**src/rtl/control_pkg.sv**
```systemverilog
// Shared types and constants for the instruction control unit.
// Covers FSM states, opcode classes and the datapath control word.
package control_pkg;

  typedef enum logic [2:0] {
    S_FETCH = 3'd0,
    S_EXEC  = 3'd1,
    S_MEM   = 3'd2,
    S_WB    = 3'd3,
    S_BR    = 3'd4,
    S_HALT  = 3'd5
  } state_t;

  typedef enum logic [2:0] {
    OP_ALU_REG = 3'b000,
    OP_ALU_IMM = 3'b001,
    OP_LDW     = 3'b010,
    OP_STW     = 3'b011,
    OP_BCOND   = 3'b100,
    OP_BL      = 3'b101,
    OP_RET     = 3'b110,
    OP_SPECIAL = 3'b111
  } opclass_t;

  localparam logic [1:0] CC_ALWAYS = 2'b00;
  localparam logic [1:0] CC_ZERO   = 2'b01;
  localparam logic [1:0] CC_CARRY  = 2'b10;
  localparam logic [1:0] CC_NEG    = 2'b11;

  localparam logic [1:0] SUB_HALT = 2'b11;

  localparam int FLAG_Z = 0;
  localparam int FLAG_C = 1;
  localparam int FLAG_V = 2;
  localparam int FLAG_N = 3;

  localparam logic [2:0] PC_SEQ    = 3'd0;
  localparam logic [2:0] PC_BRANCH = 3'd1;
  localparam logic [2:0] PC_LINK   = 3'd3;

  localparam logic [1:0] OP2_IMM = 2'd0;
  localparam logic [1:0] OP2_REG = 2'd1;
  localparam logic [1:0] RS_DEF  = 2'd0;
  localparam logic [1:0] RS_MEM  = 2'd1;
  localparam logic [1:0] ALU_ADD = 2'd0;

  typedef struct packed {
    logic       AluEn;
    logic [1:0] AluOR;
    logic       AluWe;
    logic       CFlag;
    logic       ImmSel;
    logic       IrWe;
    logic       LrEn;
    logic       LrSel;
    logic       LrWe;
    logic       MemEn;
    logic       Op1Sel;
    logic [1:0] Op2Sel;
    logic       PcEn;
    logic [2:0] PcSel;
    logic       PcWe;
    logic       RegWe;
    logic [1:0] Rs1Sel;
    logic [1:0] RwSel;
    logic       StatusRegEn;
    logic       WdSel;
  } ctrl_t;

  function automatic logic condTaken(
    input logic [1:0] cc,
    input logic       z,
    input logic       c,
    input logic       n
  );
    logic hit;
    case (cc)
      CC_ALWAYS: hit = 1'b1;
      CC_ZERO:   hit = z;
      CC_CARRY:  hit = c;
      CC_NEG:    hit = n;
      default:   hit = 1'b0;
    endcase
    return hit;
  endfunction

endpackage

```
**src/rtl/control_decode.sv**
```systemverilog
// Combinational control-word decode from FSM state and the current IR.
// Everything is forced low until the sequencer has left reset.
module control_decode
  import control_pkg::*;
(
  input  logic [15:0] ir,
  input  state_t      state,
  input  logic        taken,
  input  logic        active,
  input  logic        nWait,
  output ctrl_t       ctrl,
  output logic        memRead,
  output logic        memWrite,
  output logic        halted
);

  opclass_t    opClass;
  logic [1:0]  subOp;
  logic [10:0] unusedIr;
  logic        isAlu;
  logic        isMem;
  logic        isLdw;
  logic        isStw;
  logic        isFlow;
  logic        isBl;
  logic        isRet;

  assign opClass  = opclass_t'(ir[15:13]);
  assign subOp    = ir[12:11];
  assign unusedIr = ir[10:0];

  assign isLdw  = opClass == OP_LDW;
  assign isStw  = opClass == OP_STW;
  assign isBl   = opClass == OP_BL;
  assign isRet  = opClass == OP_RET;
  assign isMem  = isLdw || isStw;
  assign isFlow = (opClass == OP_BCOND) || isBl;
  assign isAlu  = (opClass == OP_ALU_REG) ||
                  (opClass == OP_ALU_IMM);

  always_comb begin
    ctrl     = '0;
    memRead  = 1'b0;
    memWrite = 1'b0;
    halted   = 1'b0;
    if (active) begin
      unique case (state)
        S_FETCH: begin
          ctrl.MemEn = 1'b1;
          ctrl.PcSel = PC_SEQ;
          ctrl.IrWe  = nWait;
          ctrl.PcWe  = nWait;
          memRead    = 1'b1;
        end
        S_EXEC: begin
          unique case (1'b1)
            isAlu: begin
              ctrl.Op1Sel = 1'b0;
              ctrl.Op2Sel = (opClass == OP_ALU_REG) ?
                            OP2_REG : OP2_IMM;
              ctrl.AluOR  = subOp;
              ctrl.AluWe  = 1'b1;
            end
            isMem: begin
              ctrl.Op2Sel = OP2_IMM;
              ctrl.ImmSel = 1'b1;
              ctrl.AluOR  = ALU_ADD;
              ctrl.AluWe  = 1'b1;
              ctrl.Rs1Sel = RS_MEM;
              ctrl.RwSel  = RS_MEM;
            end
            isFlow: begin
              ctrl.Op1Sel = 1'b1;
              ctrl.Op2Sel = OP2_IMM;
              ctrl.ImmSel = 1'b0;
              ctrl.AluOR  = ALU_ADD;
              ctrl.AluWe  = 1'b1;
            end
            isRet: begin
              ctrl.PcWe  = 1'b1;
              ctrl.PcSel = PC_LINK;
            end
            default: ;
          endcase
        end
        S_MEM: begin
          // ALU holds the address bus, so memory must not drive it
          ctrl.AluEn  = 1'b1;
          ctrl.Rs1Sel = RS_MEM;
          ctrl.RwSel  = RS_MEM;
          memRead     = isLdw;
          memWrite    = isStw;
        end
        S_WB: begin
          ctrl.RegWe  = 1'b1;
          ctrl.WdSel  = isLdw;
          ctrl.Rs1Sel = isLdw ? RS_MEM : RS_DEF;
          ctrl.RwSel  = isLdw ? RS_MEM : RS_DEF;
        end
        S_BR: begin
          ctrl.PcWe  = taken;
          ctrl.PcSel = PC_BRANCH;
          ctrl.LrWe  = taken && isBl;
          ctrl.LrSel = isBl;
        end
        S_HALT: halted = 1'b1;
        default: ;
      endcase
    end
  end

endmodule

```
**src/rtl/control_unit.sv**
```systemverilog
// Multi-cycle sequencer: fetch, execute, memory, writeback, branch, halt.
// Outputs are decoded from registered state and IR in control_decode.
module control_unit
  import control_pkg::*;
(
  input  logic        Clock,
  input  logic        nReset,
  input  logic [15:0] Ir,
  input  logic [3:0]  Flags,
  input  logic        nWait,
  output ctrl_t       Ctrl,
  output logic        MemRead,
  output logic        MemWrite,
  output logic        Halted
);

  state_t      state;
  opclass_t    opClass;
  logic [1:0]  subOp;
  logic        active;
  logic        takenQ;
  logic        condHit;
  logic        unusedFlag;

  assign opClass    = opclass_t'(Ir[15:13]);
  assign subOp      = Ir[12:11];
  assign unusedFlag = Flags[FLAG_V];
  assign condHit    = condTaken(subOp,
                                Flags[FLAG_Z],
                                Flags[FLAG_C],
                                Flags[FLAG_N]);

  // active stays low for one edge so the first strobe follows release
  always_ff @(posedge Clock or negedge nReset) begin
    if (!nReset) begin
      state  <= S_FETCH;
      active <= 1'b0;
      takenQ <= 1'b0;
    end else if (!active) begin
      active <= 1'b1;
    end else begin
      unique case (state)
        S_FETCH: begin
          if (nWait) state <= S_EXEC;
        end
        S_EXEC: begin
          takenQ <= (opClass == OP_BL) ||
                    ((opClass == OP_BCOND) && condHit);
          unique case (opClass)
            OP_ALU_REG,
            OP_ALU_IMM: state <= S_WB;
            OP_LDW,
            OP_STW:     state <= S_MEM;
            OP_BCOND:   state <= condHit ? S_BR : S_FETCH;
            OP_BL:      state <= S_BR;
            OP_RET:     state <= S_FETCH;
            OP_SPECIAL: state <= (subOp == SUB_HALT) ?
                                 S_HALT : S_FETCH;
            default:    state <= S_FETCH;
          endcase
        end
        S_MEM: begin
          if (nWait)
            state <= (opClass == OP_LDW) ? S_WB : S_FETCH;
        end
        S_WB:    state <= S_FETCH;
        S_BR:    state <= S_FETCH;
        S_HALT:  state <= S_HALT;
        default: state <= S_FETCH;
      endcase
    end
  end

  control_decode uDecode (
    .ir       (Ir),
    .state    (state),
    .taken    (takenQ),
    .active   (active),
    .nWait    (nWait),
    .ctrl     (Ctrl),
    .memRead  (MemRead),
    .memWrite (MemWrite),
    .halted   (Halted)
  );

  aOneDriver: assert property (
    @(posedge Clock) disable iff (!nReset)
    $countones({Ctrl.AluEn, Ctrl.MemEn, Ctrl.StatusRegEn}) <= 1
  );

  aRdWrExcl: assert property (
    @(posedge Clock) disable iff (!nReset)
    !(MemRead && MemWrite)
  );

endmodule

```
**config.mk**
```make
export PLATFORM = sky130hd
export DESIGN_NAME = control_unit
export DESIGN_NICKNAME = d
export VERILOG_FILES = /design/src/rtl/control_pkg.sv /design/src/rtl/control_decode.sv /design/src/rtl/control_unit.sv
export SDC_FILE = /design/constraint.sdc
export NUM_CORES = 1
export LEC_CHECK = 0
export CAP_MARGIN = 10
export CORE_MARGIN = 2
export CORE_UTILIZATION = 33
export DETAILED_ROUTE_END_ITERATION = 10
export GPL_ROUTABILITY_DRIVEN = 0
export PLACE_DENSITY = 0.8
export SETUP_SLACK_MARGIN = 0.02
export SLEW_MARGIN = 20
export SYNTH_ARGS = -nofsm -noshare
export SYNTH_HDL_FRONTEND = slang
export SYNTH_SLANG_ARGS = --single-unit
```
**constraint.sdc**
```tcl
create_clock -name Clock -period 3.2 [get_ports Clock]
set_input_delay 0.32 -clock Clock [delete_from_list [all_inputs] [get_ports Clock]]
set_output_delay 0.32 -clock Clock [all_outputs]
set_load 0.005 [all_outputs]
```
==> summary.txt <==
Floorplan
  – Number of I/O pins: 52
  – Rows: 15
  – Total die area: around 2200 um2
  – Initial Util: 35.0%
  – Die Ht: roughly 47 um
  – Core area: about 1700 um2
  – Die Wd: 46.8 um

Critical path
  – Crit-path max FO: 11
  – Crit. End Element: output port
  – RR Endpoint: state[1]
  – Worst Setup EP: Ctrl[24]
  – Slowest Stage Delay on Critical Path: 0.54 ns
  – Critical Path Start Type: register
  – Critical Path AT: ~2.1 ns
  – CP max-delay cell: clkdlybuf4s50_1
  – Flop2flop setup slack: about 1.8 ns
  – Top delay family on crit path: simple AND/OR/NAND/NOR gates
  – Critical path depth in cells: 3
  – Required @ worst endpoint: between 2 and 3 ns
  – Crit. Startpoint: state[2]
  – R2r worst-path depth: 2
  – CP Class: reg -> out
  – Number of buffer and inverter stages on the critical path: 1
  – Critical path cell sequence: nand4bb_1, nor3_1, clkdlybuf4s50_1
  – FF-to-FF Start: state[2]

Job
  – Max_cap viols: 0

Synth
  – Post-synthesis compound-gate area fraction: 20.1%
  – Multiplexer area fraction after synthesis: 3.31%
  – EDFF count, synth: 0
  – Sequential cell area fraction in the yosys report: 20.7%
  – Area share of the largest cell type after synthesis: 20.7%
  – Syn_area_per_cell: between 7 and 8 um2
  – Post-synth ARST share: 100%
  – Ys flop type: dfrtp_1
  – Xor and xnor fraction of the mapped netlist area: 0%
  – Post-Synth Adder-Cell Area: 0%
  – Synth top cells by count: 9 x buf_4, 6 x nand2_1, 5 x and3_1, 5 x dfrtp_1
  – Dominant cell type by area after synthesis: dfrtp_1
  – Cell area after synthesis: approximately 600 um2
  – Post-Synth Simple-Gate Area: a little over a third
  – Number of synthesized register bits: 5
  – Yosys Warn Count: 0
  – Synth top area cells: dfrtp_1 21%, buf_4 11%, and3_1 5.2%, buf_6 3.7%, nand2_1 3.7%
  – Number of distinct library cells after synthesis: 34
  – Largest family of logic cells by synthesized area: simple AND/OR/NAND/NOR gates
  – Mapped Cells: 79
  – Most frequent cell after synthesis: buf_4

Routing
  – Vias: between 600 and 700
  – 1st-iter DRT viols: 15
  – Final ANT Viol Nets: 0
  – Final wirelength: 1.50 mm
  – Drt wl/cell: around 11 um
  – DRC violations left: 0
  – Drt pass-1 iters: 4
  – Post-DR vias/cell: ~4.8

Pwr
  – Psw: 132 uW
  – Seq pwr share: between 30% and 40%
  – Leak: roughly 0.00035 uW
  – Power Total: 358 uW
  – PwrDens: 399 nW/um2
  – Peak supply drop: between 0.3 and 0.4 mV
  – Combinational Power Share: 49.2%
  – Clock power share: between 20% and 30%
  – Internal Power: roughly 230 uW
  – Sw Ratio: between 30% and 40%

GRT
  – Met2 usage: around a quarter
  – Vias in the first global route: around 540
  – Global route overflow: 0
  – Largest net degree at the start of global routing: 13
  – Met3 GRT Util: roughly 5.0%
  – Met1 Resource Use GR: between 15 and 20%
  – GR peak layer: met2
  – First-pass GRT wire length: roughly 2.3 mm
  – Initial antenna violation count: 0
  – GRT Total Usage: around 15%

Layout
  – Multi-input gate area: 387 um2
  – Fillers: 177
  – Storage cell area: approximately 130 um2
  – Number of antenna diodes: 0
  – Final Cell Area: around 900 um2
  – Layout cells sized above 1: around a tenth
  – Layout area overhead: 48.2%
  – Nets: about 130

Placed design
  – Place WS: approximately 0.9 ns
  – DP Area: about 870 um2
  – HPWL Detailed: about 1.2 mm
  – Port bufs: 31

Clocking
  – Postcts setup bufs: 0
  – CTS Buffer Depth: 2
  – Hold buffers post-CTS: 0
  – Root buffer cell: clkbuf_4
  – Post-cts resize count: 0
  – Max H-tree Level: 1
  – CTS tree: built
  – Clk_lat worst skew: between 0.2 and 0.25 ns
  – Worst-path clk slew: roughly 0.05 ns
  – CTS Sinks: 5
  – TritonCTS buffer count: 3

STA
  – Finish-stage setup viols: 0
  – Final Hold Fails: 0
  – RSZ-0062 raised after global routing: no
  – Final period util: about three quarters
  – Hold slack: between 0.2 and 0.3 ns
  – Final worst slack: 0.766 ns
  – Fin. max-slew vios: 0
  – Setup TNS: 0 ns
  – FMAX: between 0.4 and 0.5 GHz
  – Clock skew: 0.00699 ns
  – Post-layout min period: 2.43 ns

Run status
  – Status: complete, no violations

Worst hold path
  – Worst min path class: in -> async
layout by cell type, fill, tap and decap left out, types with 4 or more instances in the layout:
cell             instances
clkdlybuf4s50_1         31
conb_1                   9
nand2_1                  6
and3_1                   5
dfrtp_1                  5
inv_1                    4
nor3_1                   4
layer usage:
metal	up-vias	part of all wire, %
met5	-	0
met4	0	0.80
met3	2	6.6
met2	28	47
met1	292	46
li1	313	-
sequential cells by signal (all words and copies together) (netlist names):
register and flops:
state 3, active 1, takenQ 1
how the worst min path moves through the flow:
stage | end | depth (start not counted)
6_report | state[2] | 1
5_1_grt | state[0] | 1
4_1_cts | state[2] | 1
3_5_place_dp | takenQ | 2
3_3_place_gp | takenQ | 2
2_1_floorplan | active | 0
cells by family after synthesis:
kind of cell | Yosys count
flops | 5
mux | 2
simple gates | 35
other cells | 2
buf+inv | 18
compound gates | 17
power by group through the flow:
stage	registers [uW]	clock network, uW	logic [uW]
global route	113	81.1	195
finish	109	72.1	176
CTS	109	75.8	178
floorplan	84.9	0	135
detailed placement	110	0	177
global placement	107	0	173
area by class of cell:
cell class | instances | area share (%)
timing repair buffer | 31 | 34.6
clock buffer | 3 | 2.51
clock inverter | 1 | 0.559
multi-input combinational | 63 | 43.2
inverter | 4 | 1.68
tap | 25 | 3.49
sequential | 5 | 14.0
worst register-to-register path: stages, from the launching register on:
cell and delay (ns):
dfrtp_1 0.48, nand4bb_1 0.52, o22ai_1 0.31
through the flow:
step | cells | util (%)
3_3_place_gp | 128 | 50.3
4_1_cts | 132 | 51.9
3_5_place_dp | 128 | 50.3
5_1_grt | 132 | 51.9
2_1_floorplan | 86 | -
6_report | 132 | 51.9
Note: power is estimated with default switching activity, not from simulation.
